## src/rtl/seq_mult_16.sv

```systemverilog
// Iterative unsigned 16x16 shift-add multiplier: one partial-product step per clock,
// 32-bit product after 16 steps under a start/busy/done handshake.
module seq_mult_16 (
    input  logic        clk,
    input  logic        reset_n,
    input  logic        start,
    input  logic [15:0] A,
    input  logic [15:0] B,
    output logic [31:0] P,
    output logic        busy,
    output logic        done
);

    // Handshake: start is sampled only in IDLE; busy is high for the 16 RUN cycles,
    // done is a one-cycle pulse when P has just been written; they are never high together.
    // One flop per output bit, so busy/done are direct register outputs and cannot glitch.
    localparam logic [1:0] S_IDLE = 2'b00;
    localparam logic [1:0] S_RUN  = 2'b01;
    localparam logic [1:0] S_DONE = 2'b10;

    logic [1:0]  state;
    logic [15:0] mcand;
    logic [15:0] acc;
    logic [15:0] mlr;
    logic [3:0]  cnt;

    logic [8:0]  add_lo;
    logic [8:0]  add_hi0;
    logic [8:0]  add_hi1;
    logic [8:0]  add_hi;
    logic [15:0] sum;
    logic        cout;
    logic [31:0] next_prod;

    // 8-bit carry-lookahead adder: each carry is the flattened generate/propagate expression.
    function automatic logic [8:0] cla8(input logic [7:0] a, input logic [7:0] b, input logic cin);
        logic [7:0] g;
        logic [7:0] p;
        logic [8:0] c;
        logic       term;
        logic       prop;
        g    = a & b;
        p    = a ^ b;
        c    = '0;
        c[0] = cin;
        for (int i = 0; i < 8; i++) begin
            term = g[i];
            prop = p[i];
            for (int j = i - 1; j >= 0; j--) begin
                term = term | (prop & g[j]);
                prop = prop & p[j];
            end
            c[i+1] = term | (prop & cin);
        end
        return {c[8], p ^ c[7:0]};
    endfunction

    // Upper half is computed for both carry-ins and selected by the lower half's carry out.
    always_comb begin
        add_lo  = cla8(acc[7:0], mcand[7:0], 1'b0);
        add_hi0 = cla8(acc[15:8], mcand[15:8], 1'b0);
        add_hi1 = cla8(acc[15:8], mcand[15:8], 1'b1);
        add_hi  = add_lo[8] ? add_hi1 : add_hi0;
        sum     = {add_hi[7:0], add_lo[7:0]};
        cout    = add_hi[8];
    end

    assign next_prod = mlr[0] ? {cout, sum, mlr[15:1]} : {1'b0, acc, mlr[15:1]};

    assign busy = state[0];
    assign done = state[1];

    always_ff @(posedge clk or negedge reset_n) begin
        if (!reset_n) begin
            state <= S_IDLE;
            mcand <= '0;
            acc   <= '0;
            mlr   <= '0;
            cnt   <= '0;
            P     <= '0;
        end else begin
            case (state)
                S_IDLE: begin
                    if (start) begin
                        mcand <= A;
                        mlr   <= B;
                        acc   <= '0;
                        cnt   <= 4'd15;
                        state <= S_RUN;
                    end
                end
                S_RUN: begin
                    {acc, mlr} <= next_prod;
                    if (cnt == 4'd0) begin
                        P     <= next_prod;
                        state <= S_DONE;
                    end else begin
                        cnt <= cnt - 4'd1;
                    end
                end
                S_DONE: state <= S_IDLE;
                default: state <= S_IDLE;
            endcase
        end
    end

endmodule
```

## config.mk

```make
export PLATFORM = sky130hd
export DESIGN_NAME = seq_mult_16
export DESIGN_NICKNAME = d
export VERILOG_FILES = /design/src/rtl/seq_mult_16.sv
export SDC_FILE = /design/constraint.sdc
export NUM_CORES = 1
export LEC_CHECK = 0
export ABC_AREA = 1
export BUFFER_PORTS_ARGS = -buffer_cell sky130_fd_sc_hd__buf_2
export CORE_UTILIZATION = 57
export DETAILED_ROUTE_END_ITERATION = 7
export PLACE_DENSITY = 0.8
export SETUP_SLACK_MARGIN = 0.4
export SYNTH_ARGS = -nofsm -noshare
export SYNTH_HDL_FRONTEND = slang
export SYNTH_SLANG_ARGS = --single-unit
```

## constraint.sdc

```tcl
create_clock -name clk -period 2.1 [get_ports clk]
set_input_delay 0.42 -clock clk [delete_from_list [all_inputs] [get_ports clk]]
set_output_delay 0.42 -clock clk [all_outputs]
set_load 0.03 [all_outputs]
```

==> results of run 1 <==
-- final timing paths --
kind | startpoint | endpoint | slack (ns) | depth (start not counted)
worst max-delay path | acc[5]$_DFFE_PN0P_ | P[24]$_DFFE_PN0P_ | 0.17 | 11
worst min-delay path | reset_n | P[27]$_DFFE_PN0P_ | 0.06 | 1
worst max register to register | acc[5]$_DFFE_PN0P_ | P[24]$_DFFE_PN0P_ | 0.17 | 11
worst min register to register | P[26]$_DFFE_PN0P_ | P[26]$_DFFE_PN0P_ | 0.47 | 2
max in group asynchronous | reset_n | mcand[6]$_DFFE_PN0P_ | 1.39 | 2
min in group clk | A[2] | mcand[2]$_DFFE_PN0P_ | 0.26 | 3
-- power groups by stage --
stage                     sequential [mW]  clock [mW]  combinational (mW)
after floorplan                      3.34           0                3.43
final                                3.00        1.06                6.56
after global routing                 3.07        1.13                7.23
after CTS                            2.94        1.06                5.79
after detailed placement             2.95           0                5.31
after global placement               2.92           0                5.20
-- routing by layer --
layer / up-vias / wire length (um) / global-route usage, %
li1: 2001 / - / -
met1: 1988 / 5150 / 38.8
met2: 121 / 5900 / 50.5
met3: 32 / 507 / 5.30
met4: 0 / 413 / 14.2
met5: - / 0 / 0
-- sequential cells by signal, summed over array words and instances, names as in the netlist --
name	count
cnt	4
acc	16
mcand	16
state	2
mlr	16
P	32
-- cells in the mapped netlist (2+ instances only) --
cell / instances
nand3_1: 45
nor3_1: 3
o22ai_1: 2
buf_4: 2
clkbuf_1: 12
nand2_1: 185
nand4_1: 5
a21oi_1: 25
o21ai_1: 8
a22o_1: 2
dfrtp_1: 86
o211ai_1: 5
o21ai_2: 2
nor2_1: 26
nand3b_1: 5
o21ai_0: 54
ha_1: 18
or2_2: 6
buf_2: 8
nor2_4: 3
inv_1: 54
inv_2: 2
-- repair_timing --
action,in CTS,in global routing
pin swaps,6,22
gates cloned,1,0
endpoints found under the setup margin,40,29
gates resized for setup,31,47
buffers inserted,6,2
hold buffers,0,0
-- area by class of cell --
type	count	area, um^2
fillers	576	1850
well taps	99	124
flip-flops and latches	86	2150
inverters	56	213
clock inverters	6	48.8
clock buffers	9	124
multi-input cells	405	2380
repair buffers	89	517
-- worst max-delay path, stage by stage, from the launching register on --
cell and delay (ns):
dfrtp_1 0.45, ha_4 0.26, nand2_1 0.08, inv_1 0.07, nand3_1 0.09, nand2_2 0.07
nor2_4 0.19, nand2_4 0.12, o211ai_1 0.21, nand3_2 0.11, nand3_2 0.11, nand2_1 0.05
-- cell families after synthesis --
kind of cell,after synthesis,share of synthesized area [%]
flip-flops,86,48.1
AND/OR/NAND/NOR,283,27.0
buffers and inverters,79,7.10
XOR/XNOR,1,0.196
adder cells (fa/ha/maj),19,5.48
AO/OA/AOI/OAI,101,12.1
-- metrics by stage --
step / util, % / area (um^2) / hold WS, ns
2_1_floorplan: - / 4490 / 0.124
3_5_place_dp: 66.9 / 4960 / 0.448
6_report: 75.0 / 5550 / 0.0581
3_3_place_gp: 66.9 / 4960 / 0.449
4_1_cts: 71.7 / 5310 / 0.0742
5_1_grt: 75.0 / 5550 / 0.0891
==> impl_metrics.tcl, run 1 <==
set metrics [dict create \
    final_layout_size_suffix_gt1_share_pct 28.0 \
    async_reset_ff_share_pct 100 \
    grt_use_total_pct 30.4 \
    swShare_pct 50.1 \
    yosys.area.top_type_share_pct 48.1 \
    initial_core_util_pct 60.4 \
    place_congestion 0.954 \
    grt_first_pass_wirelength_um 19600 \
    wl_per_cell_um 16.0 \
    core_mm2 0.00741 \
    timing.fmax_mhz 519 \
    port_buffers 68 \
    boundaryPins 69 \
    setup_tns_ns 0 \
    syn-num-nets 623 \
    cts_buffers 9 \
    yosys_most_used_dff "dfrtp_1" \
    cts_num_sinks 86 \
    status "finished clean" \
    dr_total_vias 4142 \
    dieArea_mm2 0.00821 \
    syn-instance-count 569 \
    die_h_um 90.6 \
    cts-root-buf "clkbuf_8" \
    switchingPower_mw 5.32 \
    first_pass_iters 6 \
    min_period_ns 1.93 \
    cts_buffer_depth 2 \
    worst-endpoint-arrival_ns 2.17 \
    p_clk_share_pct 10.0 \
    synth_seq_cells 86 \
    syn_avg_cell_area_um2 7.86 \
    yosys_warnings 0 \
    synth_edf_count 0 \
    ys_seq_area_share_pct 48.1 \
    vias_per_cell 5.52 \
    drt_iter0_drc 216 \
    start_kind "flop" \
    area_growth_pct 24.1 \
    combPwrFrac_pct 61.7 \
    nets 701 \
    power.internal_mw 5.30 \
    post-place-ws_ns 0.0926 \
    netlist_area_mm2 0.00447 \
    endpoint_kind "flop" \
    insertion_delay_ns 0.35 \
    drv_slew 0 \
    max_slew_margin_pct 61.0 \
    dpl.hpwl_um 8080 \
    dp_cells 726 \
    fin_crit_sh_pct 91.7 \
    worstMarginPinSlew_ns 0.584 \
    max-vdd-ir-drop_v 0.00103 \
    required_ns 2.35 \
    ys_top_cells_by_area "dfrtp_1 (48%), nand2_1 (16%), o21ai_0 (6.0%)" \
    grt_pass1_vias 4119 \
    path_class "reg2reg" \
    power.leakage_nw 2.89 \
    grt_antenna_before_repair 0 \
    hold_class "in2async" \
    cts_tree "built" \
    cp_max_fo 5 \
    p_per_area_mw_per_mm2 1910 \
    yosys.area.top_type "dfrtp_1" \
    htree_levels 3 \
    maxCapViolations 0 \
    final_common_cell "nand2_1" \
    seq_power_share_pct 28.3 \
    power_mw 10.6 \
    die_width_um 90.6 \
    skew_ns 0.00989 \
    n_antenna_cell 0 \
    synth_cell_types 33 \
    final_cell_mix "nand2_1 (163), dfrtp_1 (86), buf_2 (67)" \
    clk_pin_slew_ns 0.09 \
    drc 0 \
    fin_cells 750 \
    rsz0062_at_grt "true" \
    finalWorstSetupSlack_ns 0.175 \
    setup_violations 0 \
    wl_um 12000 \
    grt_max_degree 52 \
    num_rows 31 \
    detail-route-antenna-nets 0 \
    final_hold_viol_count 0 \
    grt-ovfl-total 0 \
]
Power figures use the tool's default switching activity.
==> inputs of run 2 (changes only) <==
PLACE_DENSITY = 0.83   (was 0.8)
==> run 2 against run 1 <==
- worst setup slack worse by 0.0076 ns
- clock skew grew 0.0069 ns
- critical path type unchanged
- fmax fell by 0.39%
- largest cell class unchanged
==> impl_metrics.tcl, run 2 (synthesis gave the netlist of run 1 again) <==
set metrics [dict create \
    status "finished clean" \
    die_width_um 90.6 \
    clk_pin_slew_ns 0.09 \
    port_buffers 68 \
    max-vdd-ir-drop_v 0.00131 \
    final_layout_size_suffix_gt1_share_pct 25.6 \
    boundaryPins 69 \
    path_class "reg2reg" \
    power.internal_mw 5.42 \
    power_mw 10.7 \
    drt_iter0_drc 294 \
    cp_common_cell "buf_4" \
    hold_class "in2reg" \
    cts_num_sinks 86 \
    p_per_area_mw_per_mm2 1910 \
    initial_core_util_pct 60.4 \
    largest_reg_flops 32 \
    power.leakage_nw 2.91 \
    wl_per_cell_um 16.3 \
    cp_max_fo 2 \
    max_slew_margin_pct 59.5 \
    area_growth_pct 24.7 \
    setup_violations 0 \
    htree_levels 3 \
    core_mm2 0.00741 \
    grt_pass1_vias 4211 \
    cts_buffer_depth 2 \
    nets 710 \
    min_period_ns 1.93 \
    dieArea_mm2 0.00821 \
    n_antenna_cell 0 \
    worst-endpoint-arrival_ns 2.16 \
    fin_crit_sh_pct 92.1 \
    maxCapViolations 0 \
    dr_total_vias 4292 \
    start_kind "flop" \
    seq_power_share_pct 28.3 \
    switchingPower_mw 5.24 \
    detail-route-antenna-nets 0 \
    top_register "P" \
    final_cell_mix "nand2_1 (175), dfrtp_1 (86), buf_2 (67)" \
    drv_slew 0 \
    grt_first_pass_wirelength_um 19900 \
    grt_antenna_before_repair 0 \
    hold_ws_ns 0.244 \
    timing.fmax_mhz 517 \
    place_congestion 0.970 \
    post-place-ws_ns 0.128 \
    vias_per_cell 5.65 \
    required_ns 2.32 \
    die_h_um 90.6 \
    crit_chain "buf_4 > buf_4 > fa_1 > xnor2_1 > nand2_1 > o21ai_1 > o21ai_0" \
    rsz0062_at_grt "true" \
    worstMarginPinSlew_ns 0.606 \
    setup_tns_ns 0 \
    combPwrFrac_pct 60.4 \
    num_rows 31 \
    cts_buffers 9 \
    final_common_cell "nand2_1" \
    skew_ns 0.0168 \
    grt-ovfl-total 0 \
    final_hold_viol_count 0 \
    insertion_delay_ns 0.38 \
    endpoint_kind "flop" \
    wl_um 12400 \
    cts-root-buf "clkbuf_8" \
    grt_use_total_pct 31.0 \
    dpl.hpwl_um 7770 \
    first_pass_iters 5 \
    final_util_pct 75.3 \
    slowest_stage "fa_1" \
    cts_tree "built" \
    swShare_pct 49.1 \
    cp_slowest_stage_delay_ns 0.46 \
    grt_max_degree 52 \
    p_clk_share_pct 11.3 \
    drc 0 \
    finalWorstSetupSlack_ns 0.167 \
]
[run 2: cell types whose count changed in the layout (fill, tap and decap cells not counted), sizes merged]
cell / before / now
clkinv: 3 / 2
bufinv: 0 / 1
buf: 89 / 97
inv: 57 / 58
clkbuf: 9 / 10
dlygate4sd3: 0 / 1
clkinvlp: 2 / 1
[run 2: layout make-up]
cell class / count / area [um^2]
clock buffers: 10 / 128
clock inverters: 6 / 68.8
repair buffers: 98 / 591
well taps: 99 / 124
flip-flops and latches: 86 / 2150
multi-input cells: 405 / 2300
fillers: 544 / 1830
inverters: 56 / 213
[run 2: repair_timing]
item	4_1_cts	5_1_grt
gates cloned	0	1
resized for setup	31	24
hold buffers	1	0
pin swaps	4	5
endpoints found under the hold margin	27	0
endpoints found under the setup margin	41	31
buffers inserted	12	6
[run 2: power by group through the flow]
stage / sequential (mW) / combinational (mW) / clock (mW)
after detailed placement: 2.95 / 5.17 / 0
final: 3.01 / 6.44 / 1.20
after global placement: 2.92 / 5.05 / 0
after floorplan: 3.34 / 3.43 / 0
after global routing: 3.09 / 7.05 / 1.29
after CTS: 2.97 / 5.76 / 1.21
[run 2: routing by layer]
layer | vias to the layer above | wire length, um | GRT usage [%]
met1 | 2054 | 5080 | 38.8
met3 | 28 | 849 | 6.06
met5 | - | 0 | 0
li1 | 2022 | - | -
met2 | 188 | 6160 | 52.7
met4 | 0 | 280 | 12.1
[run 2: path summary, 6_finish.rpt]
path                                       from                     to  slack, ns  cells past startpoint
min in group asynchronous               reset_n  mcand[10]$_DFFE_PN0P_       0.52                      2
max reg2reg                mcand[1]$_DFFE_PN0P_      P[17]$_DFFE_PN0P_       0.17                      7
min reg2reg                   P[31]$_DFFE_PN0P_      P[31]$_DFFE_PN0P_       0.48                      2
min                                        A[0]   mcand[0]$_DFFE_PN0P_       0.24                      3
max                        mcand[1]$_DFFE_PN0P_      P[17]$_DFFE_PN0P_       0.17                      7
max in group asynchronous               reset_n     cnt[1]$_DFFE_PN0P_       0.94                      3
[run 2: critical path: cells and delay by family (launching register included)]
kind,cells,cell delay (ns)
adder cells (fa/ha/maj),1,0.46
flip-flops,1,0.43
buffers and inverters,2,0.29
AO/OA/AOI/OAI,2,0.28
XOR/XNOR,1,0.22
AND/OR/NAND/NOR,1,0.10
[run 2: stage by stage]
step,std cells,instance area (um^2)
detailed placement,724,4940
global route,760,5580
floorplan,569,4490
finish,760,5580
CTS,753,5390
global placement,724,4940
==> inputs of run 3 (changes only) <==
CELL_PAD_IN_SITES_DETAIL_PLACEMENT = 1   (was default)
CELL_PAD_IN_SITES_GLOBAL_PLACEMENT = 2   (was default)
CORE_UTILIZATION = 33   (was 57)
PLACE_DENSITY = 0.82   (was 0.83)
==> run 3 against run 2 <==
- first-iteration DRC count fell by 37%
- via count fell by 4.4%
- sequential share of layout area fell by 1.3 points
- fmax rose by 0.85%
- critical path depth rose by 2
- flip-flop and latch count did not move
- clock power rose by 27%
- die area rose by 71%
- global-route usage fell by 11 points
- design area rose by 3.4%
- utilization fell by 32 points
- highest routed layer unchanged
==> impl_metrics.tcl, run 3 (synthesis gave the netlist of run 1 again) <==
set metrics [dict create \
    grt_pass1_vias 4332 \
    setup_violations 0 \
    dieArea_mm2 0.0140 \
    final_cell_mix "nand2_1 (166), dfrtp_1 (86), buf_2 (67)" \
    min_period_ns 1.92 \
    num_rows 42 \
    place_area_mm2 0.00502 \
    status "finished clean" \
    die_h_um 118 \
    drc 0 \
    max_slew_margin_pct 63.5 \
    wl_per_cell_um 16.4 \
    rsz0062_at_grt "true" \
    grt_antenna_before_repair 0 \
    die_width_um 118 \
    insertion_delay_ns 0.35 \
    cts-root-buf "clkbuf_16" \
    cts_num_sinks 86 \
    maxCapViolations 0 \
    setup_tns_ns 0 \
    place_congestion 0.922 \
    nFillCells 1606 \
    max-vdd-ir-drop_v 0.000876 \
    fin_cells 834 \
    required_ns 2.37 \
    cp_max_fo 5 \
    final_layout_size_suffix_gt1_share_pct 27.4 \
    final_common_cell "nand2_1" \
    htree_levels 3 \
    cts_buffers 9 \
    worstMarginPinSlew_ns 0.547 \
    regArea_mm2 0.00215 \
    r2r_slack_ns 0.18 \
    port_buffers 68 \
    drv_slew 0 \
    n_antenna_cell 0 \
    grt_first_pass_wirelength_um 22000 \
    multi_input_area_mm2 0.00229 \
    initial_core_util_pct 33.8 \
    dr_total_vias 4103 \
    cts_buffer_depth 2 \
    detail-route-antenna-nets 0 \
    p_per_area_mw_per_mm2 1890 \
    grt_max_degree 57 \
    grt_use_total_pct 20.4 \
    grt-ovfl-total 0 \
    wl_um 13700 \
    power.leakage_nw 2.96 \
    r2r_end "acc[15]$_DFFE_PN0P_" \
    first_pass_iters 7 \
    r2r-start "acc[4]$_DFFE_PN0P_" \
    hold_class "in2async" \
    fin_crit_sh_pct 91.3 \
    dp_cells 799 \
    nets 707 \
    clk_pin_slew_ns 0.07 \
    core_mm2 0.0132 \
    worst-endpoint-arrival_ns 2.19 \
    drt_iter0_drc 185 \
    hold_buffers 0 \
    ff2ff_path_depth 9 \
    area_growth_pct 28.9 \
    endpoint_kind "flop" \
    finalInstanceArea_mm2 0.00577 \
    start_kind "flop" \
    boundaryPins 69 \
    top_register "P" \
    cts_tree "built" \
    skew_ns 0.00873 \
    path_class "reg2reg" \
    timing.fmax_mhz 522 \
    dpl.hpwl_um 9070 \
    largest_reg_flops 32 \
    vias_per_cell 4.92 \
    final_hold_viol_count 0 \
]
==> run 3: changes by cell type in the layout (fill, tap and decap cells not counted), moves of 4 or more <==
cell | previous run | this run
clkbuf_16 | 0 | 10
nand2_2 | 10 | 17
buf_4 | 27 | 20
nand3_2 | 10 | 15
nand2_1 | 175 | 166
nand3_1 | 34 | 30
clkbuf_8 | 9 | 1
ha_2 | 0 | 4
ha_4 | 12 | 7
==> run 3: layer usage <==
layer  track usage, %  up-vias  wire length, um
li1                 -     2009                -
met1             25.3     2009             6100
met2             35.1       68             6940
met3             4.68       17              410
met4             6.17        0              214
met5                0        -                0
==> run 3: how the worst max path moves through the flow <==
stage,start,to,slack (ns)
6_report,acc[4]$_DFFE_PN0P_,acc[15]$_DFFE_PN0P_,0.18
5_1_grt,acc[4]$_DFFE_PN0P_,acc[15]$_DFFE_PN0P_,0.07
4_1_cts,mcand[2]$_DFFE_PN0P_,P[21]$_DFFE_PN0P_,0.21
3_5_place_dp,acc[10]$_DFFE_PN0P_,acc[13]$_DFFE_PN0P_,0.11
3_3_place_gp,acc[10]$_DFFE_PN0P_,acc[13]$_DFFE_PN0P_,0.06
2_1_floorplan,mcand[7]$_DFFE_PN0P_,P[26]$_DFFE_PN0P_,0.42
==> run 3: cell type report <==
cell class | instances | share of cell area (%)
Clock inverter | 4 | 0.521
Inverter | 56 | 3.75
Timing Repair inverter | 2 | 0.260
Tap cell | 176 | 3.82
Multi-Input combinational cell | 405 | 39.8
Sequential cell | 86 | 37.3
Clock buffer | 12 | 4.27
Timing Repair Buffer | 93 | 10.3
==> run 3: worst max-delay path: stages (launching register included) <==
cell and delay [ns]:
dfrtp_1 0.43, ha_4 0.31, nand4_1 0.17, nor2_2 0.17, nand2_4 0.10, nand2_4 0.15
nand2_1 0.09, o21ai_1 0.17, nand2_2 0.12, o21ai_2 0.14
==> run 3: per-stage QoR <==
| stage | power, mW | worst slack [ns] | util, % | hold slack (ns) |
|---|---|---|---|---|
| CTS | 10.2 | 0.207 | 41.1 | 0.0161 |
| floorplan | 6.77 | 0.421 | - | 0.124 |
| global route | 11.9 | 0.0710 | 43.5 | 0.0315 |
| finish | 10.9 | 0.183 | 43.5 | 0.0136 |
| global placement | 8.12 | 0.0599 | 37.9 | 0.381 |
| detailed placement | 8.27 | 0.109 | 37.9 | 0.396 |
==> run 3: what timing repair did <==
item | 4_1_cts | 5_1_grt
pin swaps | 5 | 23
gates resized for setup | 24 | 52
endpoints found under the setup margin | 64 | 46
buffers inserted | 4 | 11
gates cloned | 1 | 3
==> run 3: power by group <==
part / internal [mW] / total [mW] / switching [mW]
combinational: 2.36 / 6.39 / 4.03
clock: 0.840 / 1.52 / 0.683
sequential: 2.44 / 2.97 / 0.526
